--- src/rtl/prog_loader.sv ---
// rtl/prog_loader.sv - nibble-serial program memory loader
//
// Assembles {instruction, operand} nibble pairs from a valid/ready stream into
// program bytes and writes them to program memory at an auto-incrementing
// address. Used to load a program image before fetch is enabled.
//
// Ports:
//   clk, reset       rising-edge clock, asynchronous active-high reset
//   start, abort     begin a load (IDLE only) / cancel a load in progress
//   base_addr        first write address, sampled on an accepted start
//   length           byte count, sampled on an accepted start
//   in_valid         stream nibble valid
//   in_nibble        stream nibble
//   in_ready         loader accepts a nibble this cycle
//   wr_en            program memory write strobe
//   wr_addr          program memory write address (held when wr_en=0)
//   wr_data          program memory write data {instr, oprnd} (held when wr_en=0)
//   busy             any state other than IDLE
//   done             one-cycle pulse when a load completes normally
//   len_err          sticky: last start asked for more than 2**ADDR_W bytes
//   checksum         modulo-256 sum of bytes written by the current/last load
module prog_loader #(
  parameter int ADDR_W = 12,
  parameter int LEN_W  = 13
) (
  input  logic              clk,
  input  logic              reset,
  input  logic              start,
  input  logic              abort,
  input  logic [ADDR_W-1:0] base_addr,
  input  logic [LEN_W-1:0]  length,
  input  logic              in_valid,
  input  logic [3:0]        in_nibble,
  output logic              in_ready,
  output logic              wr_en,
  output logic [ADDR_W-1:0] wr_addr,
  output logic [7:0]        wr_data,
  output logic              busy,
  output logic              done,
  output logic              len_err,
  output logic [7:0]        checksum
);

  typedef enum logic [2:0] {S_IDLE, S_HI, S_LO, S_WR, S_DONE} state_t;

  localparam logic [LEN_W-1:0] MAX_LEN = LEN_W'(2**ADDR_W);

  state_t            state_q, state_d;
  logic [ADDR_W-1:0] addr_q, addr_d;
  logic [LEN_W-1:0]  count_q, count_d;
  logic [3:0]        nib_q, nib_d;
  logic [ADDR_W-1:0] wr_addr_q, wr_addr_d;
  logic [7:0]        wr_data_q, wr_data_d;
  logic [7:0]        checksum_q, checksum_d;
  logic              len_err_q, len_err_d;
  logic              in_ready_q, in_ready_d;
  logic              wr_en_q, wr_en_d;
  logic              busy_q, busy_d;
  logic              done_q, done_d;

  always_comb begin
    state_d    = state_q;
    addr_d     = addr_q;
    count_d    = count_q;
    nib_d      = nib_q;
    wr_addr_d  = wr_addr_q;
    wr_data_d  = wr_data_q;
    checksum_d = checksum_q;
    len_err_d  = len_err_q;

    case (state_q)
      S_IDLE: begin
        // start beats abort here: abort is not even looked at in IDLE.
        if (start) begin
          if (length == '0) begin
            checksum_d = '0;
            len_err_d  = 1'b0;
            state_d    = S_DONE;
          end else if (length > MAX_LEN) begin
            len_err_d = 1'b1;
          end else begin
            addr_d     = base_addr;
            count_d    = length;
            checksum_d = '0;
            len_err_d  = 1'b0;
            state_d    = S_HI;
          end
        end
      end
      S_HI: begin
        if (abort) begin
          state_d = S_IDLE;
        end else if (in_valid) begin
          nib_d   = in_nibble;
          state_d = S_LO;
        end
      end
      S_LO: begin
        if (abort) begin
          nib_d   = '0;
          state_d = S_IDLE;
        end else if (in_valid) begin
          // Stage the write so it is presented, registered, in WR.
          wr_addr_d = addr_q;
          wr_data_d = {nib_q, in_nibble};
          state_d   = S_WR;
        end
      end
      S_WR: begin
        if (abort) begin
          state_d = S_IDLE;
        end else begin
          checksum_d = checksum_q + wr_data_q;
          addr_d     = addr_q + ADDR_W'(1);
          count_d    = count_q - LEN_W'(1);
          state_d    = (count_q == LEN_W'(1)) ? S_DONE : S_HI;
        end
      end
      S_DONE: begin
        state_d = S_IDLE;
      end
      default: begin
        state_d = S_IDLE;
      end
    endcase

    // Outputs are registered as a decode of the next state.
    in_ready_d = (state_d == S_HI) || (state_d == S_LO);
    wr_en_d    = (state_d == S_WR);
    busy_d     = (state_d != S_IDLE);
    done_d     = (state_d == S_DONE);
  end

  always_ff @(posedge clk or posedge reset) begin
    if (reset) begin
      state_q    <= S_IDLE;
      addr_q     <= '0;
      count_q    <= '0;
      nib_q      <= '0;
      wr_addr_q  <= '0;
      wr_data_q  <= '0;
      checksum_q <= '0;
      len_err_q  <= 1'b0;
      in_ready_q <= 1'b0;
      wr_en_q    <= 1'b0;
      busy_q     <= 1'b0;
      done_q     <= 1'b0;
    end else begin
      state_q    <= state_d;
      addr_q     <= addr_d;
      count_q    <= count_d;
      nib_q      <= nib_d;
      wr_addr_q  <= wr_addr_d;
      wr_data_q  <= wr_data_d;
      checksum_q <= checksum_d;
      len_err_q  <= len_err_d;
      in_ready_q <= in_ready_d;
      wr_en_q    <= wr_en_d;
      busy_q     <= busy_d;
      done_q     <= done_d;
    end
  end

  assign in_ready = in_ready_q;
  // An abort during WR cancels the pending write in the same cycle.
  assign wr_en    = wr_en_q && !abort;
  assign wr_addr  = wr_addr_q;
  assign wr_data  = wr_data_q;
  assign busy     = busy_q;
  assign done     = done_q;
  assign len_err  = len_err_q;
  assign checksum = checksum_q;

endmodule
--- config.mk ---
export PLATFORM = sky130hd
export DESIGN_NAME = prog_loader
export DESIGN_NICKNAME = d
export VERILOG_FILES = /design/src/rtl/prog_loader.sv
export SDC_FILE = /design/constraint.sdc
export NUM_CORES = 1
export LEC_CHECK = 0
export ABC_CLOCK_PERIOD_IN_PS = 2200
export CAP_MARGIN = 20
export CORE_MARGIN = 2
export CORE_UTILIZATION = 47
export CTS_CLUSTER_DIAMETER = 60
export DETAILED_ROUTE_END_ITERATION = 8
export PLACE_DENSITY_LB_ADDON = 0.2
export SYNTH_ARGS = -nofsm -noshare
export SYNTH_HDL_FRONTEND = slang
export SYNTH_SLANG_ARGS = --single-unit
--- constraint.sdc ---
create_clock -name clk -period 2.2 [get_ports clk]
set_clock_uncertainty 0.1 [all_clocks]
set_input_delay 0.44 -clock clk [delete_from_list [all_inputs] [get_ports clk]]
set_output_delay 0.44 -clock clk [all_outputs]
set_load 0.01 [all_outputs]
==> flow_summary.toml <==
[drt]
drt_iter0_markers = 227
vias = 3399
ant_nets = 0
post_drt_wl_per_cell_um = 15.48
route.detailed.drc = 0
first_pass_iters = 4
wl_um = 9302
avgViaCountPerCell = 5.656

[setup_path]
path_buf_inv = 1
path_delay_family = "simple AND/OR/NAND/NOR gates"
cp.depth = 6
worstPathCellList = "or3b_4, a221oi_4, and3_4, buf_4, o21ai_0, mux2i_1"
critPathMaxFanout = 11
critPathKind = "reg2reg"
crit_path_max_incr_delay_ns = 0.47
slowest_stage = "or3b_4"
r2r_cells = 6
endpoint_kind = "flop"
start_kind = "flop"
arrival_ns = 2.31
crit_required_ns = 2.36

[synthesis]
yosysMostFrequentCell = "nand2_1"
synth_fa_ha_area_share_pct = 4.066
synth_edf_count = 0
ys_ff_latch = 65
synth_warnings = 0
synth.distinct_cells = 57
synthSimpleGateAreaFrac_pct = 22.89
synth_top_area_share_pct = 45.57
muxShareOfSynthArea_pct = 0.8412
synth_xor_area_share_pct = 0.7361
synth_flop_cell = "dfrtp_1"
synth_nets = 450
yosysTopAreaCell = "dfrtp_1"
synthArstFlopShare_pct = 100.0
yosysSeqAreaShare_pct = 45.57
syn_inst = 405
syn_area_mm2 = 0.003570
synth_top_family_by_area = "simple AND/OR/NAND/NOR gates"
synth_common_cells = "nand2_1, dfrtp_1, o21ai_0"
synth_compound_area_share_pct = 21.87
avgSynthCellArea_um2 = 8.814
synth_area_leaders = "dfrtp_1, nand2_1, o21ai_0, a21oi_1, ha_1"

[cts]
clk_latency_ns = 0.35
clk_transition_reported_paths_ns = 0.08
clock_tree.buffer_depth = 2
ctsHoldBuffers = 0
htreeDepth = 3
root_buffer = "clkbuf_8"
cts_buffers = 9
cts_tree = "done"
clock_sinks = 65

[timing]
timing.final.crit_share_pct = 97.50
fmax_ghz = 0.4662
worst_slew_pin_slew_ns = 0.6240
relSlewSlack_pct = 58.40
setup_viol = 0
drv_slew = 0
finalHoldViolations = 0
fin_crit_ns = 2.145

[global_route]
top_usage_layer = "met2"
grt_use_met2_pct = 36.79
grt_use_met3_pct = 3.568
overflow = 0
grt_use_total_pct = 22.62
grt_pass1_vias = 3275
use_met1_pct = 30.61
grt_max_degree = 66
antenna_found_initial = 0
grt_first_pass_wirelength_um = 15320

[power]
pwr_density_cell_mw_per_mm2 = 905.9
p_total_mw = 4.372
p_leak_nw = 2.177
peakVddDrop_v = 0.0007242

[floorplanning]
die-area_mm2 = 0.008308
rows = 31
coreArea_mm2 = 0.007292
die_h_um = 91.15
die_w_um = 91.15
ioPinCount = 67
initial_core_util_pct = 48.95

[placed_design]
place_congestion = 0.9073
port_buffers = 66
dp.cells = 582
hpwl_um = 6508

[layout]
instances_no_fill = 601
multi_input_area_mm2 = 0.001854
drive_gt1_share_pct = 13.94
diodes = 0
fill_cells = 644
regArea_mm2 = 0.001627
area_growth_pct = 35.19
layout.nets = 542

[min_path]
whs_path_depth = 3
hold_class = "in2reg"

[outcome]
status = "finished, final reports clean"

[flow_run]
maxCapViolCount = 0
cells by family (layout without fill, tap and decap cells):
group / after synthesis / count (layout)
AO/OA/AOI/OAI: 119 / 120
XOR/XNOR: 3 / 3
adder cells (fa/ha/maj): 11 / 11
buffers and inverters: 30 / 126
flip-flops: 65 / 65
multiplexers: 3 / 3
AND/OR/NAND/NOR: 174 / 174
tightest hold or removal path, stage by stage:
cell and delay [ns]:
dlymetal6s2s_1 0.12, a31oi_1 0.08, nor2_1 0.11
registers in the layout (all words and copies together) (netlist names):
name,count
addr_q,12
busy,1
checksum,8
count_q,13
done,1
in_ready,1
len_err,1
nib_q,4
state_q,3
wr_addr,12
wr_data,8
wr_en_q,1
worst paths after layout:
kind                                           start                      end  slack, ns
worst min-delay path                           start           busy$_DFF_PP0_       0.35
worst max-delay path            state_q[1]$_DFF_PP0_   count_q[0]$_DFFE_PP0P_       0.05
min in group asynchronous                      reset  checksum[0]$_DFFE_PP0P_       0.38
worst min register to register  nib_q[3]$_DFFE_PP0P_   wr_data[7]$_DFFE_PP0P_       0.37
worst max register to register  state_q[1]$_DFF_PP0_   count_q[0]$_DFFE_PP0P_       0.05
max in group asynchronous                      reset   count_q[8]$_DFFE_PP0P_       1.31
layout make-up:
cell class	instances	share of cell area, %
Tap cell	99	2.567
Multi-Input combinational cell	311	38.42
Clock inverter	7	1.426
Clock buffer	9	2.567
Sequential cell	65	33.70
Inverter	10	0.7778
Timing Repair Buffer	100	20.53
layer usage:
metal | share of wire (%) | vias to the layer above
met5 | 0 | -
met4 | 1.1 | 0
met3 | 5.7 | 10
met2 | 49 | 99
met1 | 45 | 1645
li1 | - | 1645
through the flow:
step / setup slack [ns] / util (%) / setup TNS [ns] / area, µm² / hold WS (ns)
floorplan: 0.03355 / - / 0 / 3570 / 0.3323
global placement: -0.3857 / 62.27 / -9.865 / 4541 / 0.3386
detailed placement: -0.4404 / 62.27 / -11.91 / 4541 / 0.3485
CTS: 0.008551 / 65.41 / 0 / 4770 / 0.3644
global route: -0.01261 / 66.18 / -0.01592 / 4826 / 0.3917
finish: 0.05489 / 66.18 / 0 / 4826 / 0.3516
placed cells by master, fill, tap and decap left out, types with 5 or more instances in the layout:
master and count:
dfrtp_1 65, inv_1 9, buf_4 29, o2bb2ai_1 5, or3_1 5, nor2b_1 5, o21ai_0 33, clkdlybuf4s50_1 60
nor2_1 22, a22oi_1 5, nand2_1 89, a21oi_1 30, nor3_1 8, nand3_1 13, clkbuf_8 9, o31ai_1 10
ha_1 10, nand4_1 5
power breakdown:
group | internal, mW | total, mW | leakage (nW) | switching (mW)
combinational | 0.761 | 1.42 | 1.27 | 0.663
clock | 0.521 | 1.03 | 0.0954 | 0.508
sequential | 1.57 | 1.92 | 0.814 | 0.349
repair_timing:
action / in CTS / in global routing
cloned: 1 / 1
resized for setup: 7 / 6
hold endpoints to repair: 0 / 0
pin swaps: 2 / 4
buffers inserted: 0 / 1
setup endpoints to repair: 10 / 25
No activity file was read; power rests on OpenSTA's default activity.
